`src/rtl/reg_scoreboard_pkg.sv`:
```
// Shared register-number types and constants for the write scoreboard.
// Covers the 16 architectural registers r0-r15.
package reg_scoreboard_pkg;

  localparam int NUM_REGS = 16;

  typedef logic [3:0] regnum_t;

  localparam regnum_t REG_PC = 4'd15;
  localparam regnum_t REG_LR = 4'd14;

endpackage

```
`src/rtl/reg_scoreboard_decoder.sv`:
```
// 4-to-16 one-hot decoder with enable.
// The output is all zeros whenever en is low.
module decoder_4_to_16
  import reg_scoreboard_pkg::*;
(
  input  logic                en,
  input  regnum_t             sel,
  output logic [NUM_REGS-1:0] onehot
);

  always_comb begin
    onehot = '0;
    if (en) onehot[sel] = 1'b1;
  end

endmodule

```
`src/rtl/reg_scoreboard.sv`:
```
// Write scoreboard for r0-r15: per-register pending-write counters plus
// read-after-write hazard flags for three source operands.
module reg_scoreboard
  import reg_scoreboard_pkg::*;
#(
  parameter int MAX_PEND = 3,
  parameter bit TRACK_PC = 1'b1
)
(
  input  logic                clk,
  input  logic                reset,
  input  logic                flush,
  input  logic                issue_valid,
  input  regnum_t             issue_rd,
  output logic                issue_ok,
  input  logic                wb_valid,
  input  regnum_t             wb_rd,
  input  regnum_t             rs_a,
  input  regnum_t             rs_b,
  input  regnum_t             rs_c,
  output logic                hazard_a,
  output logic                hazard_b,
  output logic                hazard_c,
  output logic [NUM_REGS-1:0] pending,
  output logic                busy,
  output logic                err_underflow
);

  localparam int CW = $clog2(MAX_PEND + 1);
  localparam logic [CW-1:0] MAX_CNT = CW'(MAX_PEND);
  // With the PC untracked, bit 15 is removed from both masks so r15 never counts.
  localparam logic [NUM_REGS-1:0] TRACK_MASK =
    TRACK_PC ? {NUM_REGS{1'b1}} : ~(NUM_REGS'(1) << REG_PC);

  logic [NUM_REGS-1:0][CW-1:0] count;
  logic [NUM_REGS-1:0]         issue_dec;
  logic [NUM_REGS-1:0]         wb_dec;
  logic [NUM_REGS-1:0]         issue_mask;
  logic [NUM_REGS-1:0]         wb_mask;
  logic [NUM_REGS-1:0]         pend_next;
  logic [NUM_REGS-1:0]         uf_hit;
  logic                        pc_untracked;
  logic                        same_reg_wb;
  logic                        issue_en;

  assign pc_untracked = (TRACK_PC == 1'b0) && (issue_rd == REG_PC);
  assign same_reg_wb  = wb_valid && (wb_rd == issue_rd);
  assign issue_ok     = pc_untracked || (count[issue_rd] != MAX_CNT) || same_reg_wb;
  assign issue_en     = issue_valid && issue_ok;

  decoder_4_to_16 u_issue_dec (
    .en     (issue_en),
    .sel    (issue_rd),
    .onehot (issue_dec)
  );

  decoder_4_to_16 u_wb_dec (
    .en     (wb_valid),
    .sel    (wb_rd),
    .onehot (wb_dec)
  );

  assign issue_mask = issue_dec & TRACK_MASK;
  assign wb_mask    = wb_dec & TRACK_MASK;

  for (genvar n = 0; n < NUM_REGS; n++) begin : g_reg
    logic [CW-1:0] cnt_q;
    logic [CW-1:0] cnt_d;
    logic          uf;

    always_comb begin
      cnt_d = cnt_q;
      uf    = 1'b0;
      unique case ({issue_mask[n], wb_mask[n]})
        2'b10: cnt_d = cnt_q + CW'(1);
        2'b01: begin
          if (cnt_q == '0) uf = 1'b1;
          else             cnt_d = cnt_q - CW'(1);
        end
        default: cnt_d = cnt_q;
      endcase
    end

    always_ff @(posedge clk) begin
      if (reset)      cnt_q <= '0;
      else if (flush) cnt_q <= '0;
      else            cnt_q <= cnt_d;
    end

    assign count[n]     = cnt_q;
    assign pend_next[n] = (cnt_d != '0);
    assign uf_hit[n]    = uf;
  end

  always_ff @(posedge clk) begin
    if (reset || flush) begin
      pending <= '0;
      busy    <= 1'b0;
    end else begin
      pending <= pend_next;
      busy    <= |pend_next;
    end
  end

  // Sticky until reset; a flush cycle ignores the writeback entirely.
  always_ff @(posedge clk) begin
    if (reset)                    err_underflow <= 1'b0;
    else if (!flush && |uf_hit)   err_underflow <= 1'b1;
  end

  assign hazard_a = pending[rs_a];
  assign hazard_b = pending[rs_b];
  assign hazard_c = pending[rs_c];

endmodule

```
`config.mk`:
```
export PLATFORM = sky130hd
export DESIGN_NAME = reg_scoreboard
export DESIGN_NICKNAME = d
export VERILOG_FILES = /design/src/rtl/reg_scoreboard_pkg.sv /design/src/rtl/reg_scoreboard_decoder.sv /design/src/rtl/reg_scoreboard.sv
export SDC_FILE = /design/constraint.sdc
export NUM_CORES = 1
export LEC_CHECK = 0
export ABC_AREA = 1
export BUFFER_PORTS_ARGS = -buffer_cell sky130_fd_sc_hd__buf_2
export CORE_AREA = 10 10 104 106
export DETAILED_ROUTE_END_ITERATION = 16
export DIE_AREA = 0 0 114 116
export GPL_TIMING_DRIVEN = 0
export PLACE_DENSITY = 0.83
export SYNTH_ARGS = -nofsm -noshare
export SYNTH_HDL_FRONTEND = slang
export SYNTH_SLANG_ARGS = --single-unit
```
`constraint.sdc`:
```
create_clock -name clk -period 6.15 [get_ports clk]
set_input_delay 0.3075 -clock clk [delete_from_list [all_inputs] [get_ports clk]]
set_output_delay 0.3075 -clock clk [all_outputs]
set_load 0.005 [all_outputs]
```
==> flow_summary.ini, run 1 <==
[run_status]
status = finished, final reports clean

[final_layout]
syn2layout_area_growth_pct = 9.606
final_nets = 891
final_cell_mix = nand2_1 (201), inv_1 (114), nor2_1 (83)
diodes = 0
final_util_pct = 58.90
layout-drive-gt1-share_pct = 9.276
layout_commonest_cell = nand2_1
final.fill_count = 834

[yosys]
synth_fp_nets = 844
synthSimpleGateAreaFrac_pct = 32.33
netlist_instances = 739
yosys.area_share.adder_pct = 21.46
syn_area_um2 = 4663
synth-edff-count = 0
synth_xor_area_share_pct = 0.3756
synth_compound_area_share_pct = 12.21
ys_seq_area_share_pct = 21.46
synth_mux_area_share_pct = 0
synth_top_family_by_area = simple AND/OR/NAND/NOR gates
synth-warning-count = 0
async_flop_share_pct = 0
avgSynthCellArea_um2 = 6.310
yosysUniqueCellTypes = 31
synthFlopType = dfxtp_1
ys_seq_elements = 50

[hold_path]
hp-class = in -> reg

[detailed_routing]
wire_per_inst_um = 15.12
drtIter0Drc = 635
viasPerCell = 5.469
firstDrtPassIters = 5
ant_nets = 0
drt-total-wl_um = 13540
drcViolationCount = 0
vias = 4895

[timing]
final_max_slew_viol_count = 0
setup_tns_ps = 0
period_needed_ps = 3021
relSlewSlack_pct = 50.90
fmax_mhz = 331.0
min_period_over_period_pct = 49.12
setup_viol = 0
worst_slew_pin_slew_ps = 728.8
finalHoldViolCount = 0
hold_ws_ps = 203.8
finalClockSkew_ps = 22.66
rsz0062_at_grt = no

[clock_network]
clk_pin_slew_worst_paths_ps = 100
cts_tree = done
post_cts_buffers = 0
clockBufferDepth = 2
clkLatencyLatePin_ps = 320
cts_root_buf = clkbuf_8
htree_num_levels = 2
numCtsBuffers = 5
cts_sinks = 50
cts_resized = 0
ctsHoldBuffers = 0

[critical_path]
crit_fanout = 10
endpoint_kind = flip-flop
cp_data_arrival_time_ps = 3210
start_kind = flip-flop
cp_data_required_time_ps = 6340
path_class = reg -> reg

[placed_design]
port_buffers = 40
dp_hpwl_um = 10700
globalplace.congestion = 0.9876

[floorplanning]
dieWidth_um = 114
rows = 34
top_level_ports = 47
die_h_um = 116
die-area_um2 = 13220
initial_core_util_pct = 53.73
core_um2 = 8678

[global_route]
grt_usage_pct = 20.38
first_global_vias = 4741
grt_pass1_wl_um = 22360
grt_max_degree = 17
antenna_found_initial = 0
overflow = 0

[run]
cap_violations = 0

[power]
p_leak_nw = 2.400
vdd_drop_max_mv = 0.08183
total_power_uw = 731.9
power_density_nw_per_um2 = 143.2
[cell usage after synthesis, types with 2 or more instances]
master    instances  area [um2]
nand2_1         201       754.5
o21ai_0          51       255.2
xnor2_1           2       17.52
nor2_1           83       311.6
clkbuf_1         13       48.80
buf_4             2       15.01
ha_1             80        1001
nand2_2           2       12.51
dfxtp_1          50        1001
nor2_2           10       62.56
o211ai_1         12       90.09
buf_2             2       10.01
o221ai_1          2       17.52
clkinv_1          2       7.510
a221oi_1          2       17.52
nor3_1           10       50.05
inv_1           114       427.9
nand3_1          55       275.3
buf_6             3       33.78
a21oi_1          32       160.2
[registers in the layout, indices dropped and copies added, names as in the netlist]
register and cells:
err_underflow 1, busy 1, pending 16, g.cnt_q 32
[final timing paths]
| kind | startpoint | end | slack [ps] | depth (start not counted) |
|---|---|---|---|---|
| worst min-delay path | reset | err_underflow | 200 | 2 |
| worst max-delay path | g_reg[4].cnt_q[0] | busy | 3130 | 20 |
| worst min register to register | err_underflow | err_underflow | 500 | 2 |
| worst max register to register | g_reg[4].cnt_q[0] | busy | 3130 | 20 |
[where the power goes]
part / switching, mW / internal, mW / leakage [nW]
logic: 0.0992 / 0.0500 / 1.94
registers: 0.00747 / 0.331 / 0.405
clock network: 0.122 / 0.122 / 0.0585
total: 0.229 / 0.503 / 2.40
[stage by stage]
| step | cell area [um2] | cells | setup slack [ps] |
|---|---|---|---|
| floorplan | 4663 | 739 | 3714 |
| global placement | 4999 | 887 | 3002 |
| detailed placement | 4999 | 887 | 3041 |
| CTS | 5111 | 895 | 3237 |
| global route | 5111 | 895 | 2854 |
| finish | 5111 | 895 | 3129 |
[logic make-up after synthesis]
| group | count (synthesis) |
|---|---|
| AND/OR/NAND/NOR | 365 |
| flip-flops | 50 |
| XOR/XNOR | 2 |
| AO/OA/AOI/OAI | 103 |
| buffers and inverters | 139 |
| adder cells (fa/ha/maj) | 80 |
[worst max-delay path, cell delays in order, from the launching register on]
cell and delay, ps:
dfxtp_1 380, inv_1 110, o21ai_0 150, nand2_1 70, nand2_1 80, nand2_1 50
nand2_1 60, inv_1 50, nand2_2 70, nand3_4 150, nand2_4 170, buf_8 180
nor2_2 50, ha_1 280, inv_1 70, o21ai_0 430, nand2_1 100, nor2_1 110
nand2_1 70, nor2_1 170, a21oi_1 90
[area by class of cell]
type | instances | area, um2 | share of cell area (%)
timing repair buffer | 40 | 200.2 | 3.917
clock buffer | 5 | 68.82 | 1.346
tap | 108 | 135.1 | 2.644
clock inverter | 3 | 43.79 | 0.8568
inverter | 117 | 439.2 | 8.592
multi-input combinational | 550 | 3095 | 60.56
sequential | 50 | 1001 | 19.58
buffer | 22 | 127.6 | 2.497
[metal layers]
metal  GRT usage [%]  wire [um]  vias up
met5               0          0        -
met4           6.015        330        0
met3           4.341       1353       40
met2           35.23       6247      229
met1           24.82       5604     2215
li1                -          -     2411
Note: power is estimated with default switching activity, not from simulation.
==> run 2, diff against run 1 <==
==> constraint.sdc (replaced) <==
create_clock -name clk -period 2.9 [get_ports clk]
set_input_delay 0.145 -clock clk [delete_from_list [all_inputs] [get_ports clk]]
set_output_delay 0.145 -clock clk [all_outputs]
set_load 0.005 [all_outputs]
==> run 2 against run 1 <==
  * Global-route usage unchanged
  * Final cell count grew 0.56%
  * Highest routed layer unchanged
  * Core utilization grew 1.0 points
  * Register-to-register slack got worse by 2900 ps
==> flow_summary.ini, run 2 (synthesized netlist as in run 1, its figures left out) <==
[clock_network]
clk_pin_slew_worst_paths_ps = 100
cts_root_buf = clkbuf_8
numCtsBuffers = 5
clkLatencyLatePin_ps = 320
cts_sinks = 50
ctsHoldBuffers = 0
cts_tree = done
htree_num_levels = 2
clockBufferDepth = 2

[global_route]
grt_max_degree = 17
grt_pass1_wl_um = 22360
overflow = 0
antenna_found_initial = 0
grt_usage_pct = 20.38
first_global_vias = 4741

[critical_path]
endpoint_kind = flip-flop
crit_fanout = 7
path_class = reg -> reg
start_kind = flip-flop
cp_data_arrival_time_ps = 2910
cp_data_required_time_ps = 3090

[timing]
fmax_mhz = 367.5
final_max_slew_viol_count = 0
finalHoldViolCount = 0
setup_viol = 0
setup_tns_ps = 0
worst_slew_pin_slew_ps = 647.4
relSlewSlack_pct = 56.84
finalClockSkew_ps = 21.83
min_period_over_period_pct = 93.82
period_needed_ps = 2721

[placed_design]
dp_hpwl_um = 10700
port_buffers = 40
placedInstanceArea_um2 = 4999
dp.cells = 887
globalplace.congestion = 0.9876

[detailed_routing]
drt-total-wl_um = 13650
wl_met3_um = 1489
ant_nets = 0
drcViolationCount = 0
vias = 4934
wire_per_inst_um = 15.17
firstDrtPassIters = 6
drt-met1-wl_um = 5528
top_layer = met4
drtIter0Drc = 586
wl_met2_um = 6381
viasPerCell = 5.482

[run_status]
status = finished, final reports clean

[floorplanning]
initial_core_util_pct = 53.73
die-area_um2 = 13220
rows = 34
dieWidth_um = 114
core_um2 = 8678
die_h_um = 116
top_level_ports = 47

[final_layout]
diodes = 0
final_cell_mix = nand2_1 (201), inv_1 (111), nor2_1 (83)
final_nets = 896
layoutNonFillerInstCount = 900
syn2layout_area_growth_pct = 11.54
largest_register_ffs = 32
layout_commonest_cell = nand2_1
final_area_um2 = 5201
reg.largest.list = g.cnt_q (32), pending (16)
top_register = g.cnt_q
final_util_pct = 59.93
layout-drive-gt1-share_pct = 11.74

[run]
cap_violations = 0

[power]
p_leak_nw = 2.430
vdd_drop_max_mv = 0.1725
power_density_nw_per_um2 = 299.7

[hold_path]
hp-class = in -> reg
-- run 2: repair_timing --
item,4_1_cts,5_1_grt
endpoints found under the hold margin,0,0
pin swaps,0,1
buffers inserted,0,5
endpoints found under the setup margin,1,2
resized for setup,1,38
-- run 2: final timing paths --
check | startpoint | end | slack (ps) | cells after the start
worst max register to register | g_reg[0].cnt_q[0] | busy | 180 | 19
worst min register to register | err_underflow | err_underflow | 500 | 2
worst max-delay path | g_reg[0].cnt_q[0] | busy | 180 | 19
worst min-delay path | reset | err_underflow | 50 | 2
-- run 2: area by class of cell --
| cell class | count | area (um2) |
|---|---|---|
| buffer | 22 | 136.4 |
| clock buffer | 5 | 68.82 |
| sequential | 50 | 1006 |
| fill | 826 | 3477 |
| multi-input combinational | 550 | 3134 |
| tap | 108 | 135.1 |
| timing repair buffer | 45 | 237.7 |
| clock inverter | 3 | 43.79 |
| inverter | 117 | 439.2 |
-- run 2: routing by layer --
metal,vias to the layer above,track usage [%]
met3,31,4.341
met1,2229,24.82
met5,-,0
met4,0,6.015
met2,242,35.23
li1,2432,-
-- run 2: power breakdown --
part / switching, mW / internal, mW
clock network: 0.255 / 0.259
logic: 0.215 / 0.111
registers: 0.0163 / 0.703
-- run 2: worst max-delay path, stage by stage (launching register included) --
cell	delay, ps
dfxtp_2	350
inv_1	90
o21ai_1	160
nand2_1	70
nand2_1	70
nand2_1	60
nand2_1	80
inv_1	50
nand2_2	60
nand3_4	140
nand2_8	140
nor2_1	50
ha_1	260
inv_1	60
o21ai_1	420
nand2_1	100
nor2_1	120
nand2_1	60
nor2_1	170
a21oi_1	90
-- run 2: stage by stage --
step	setup slack, ps	hold WS, ps	power (mW)
after floorplan	626.1	249.2	0.9328
after global placement	-85.29	360.0	1.034
after detailed placement	-46.48	353.7	1.042
after CTS	28.39	32.80	1.544
after global routing	-30.45	46.16	1.622
final	179.1	46.44	1.559
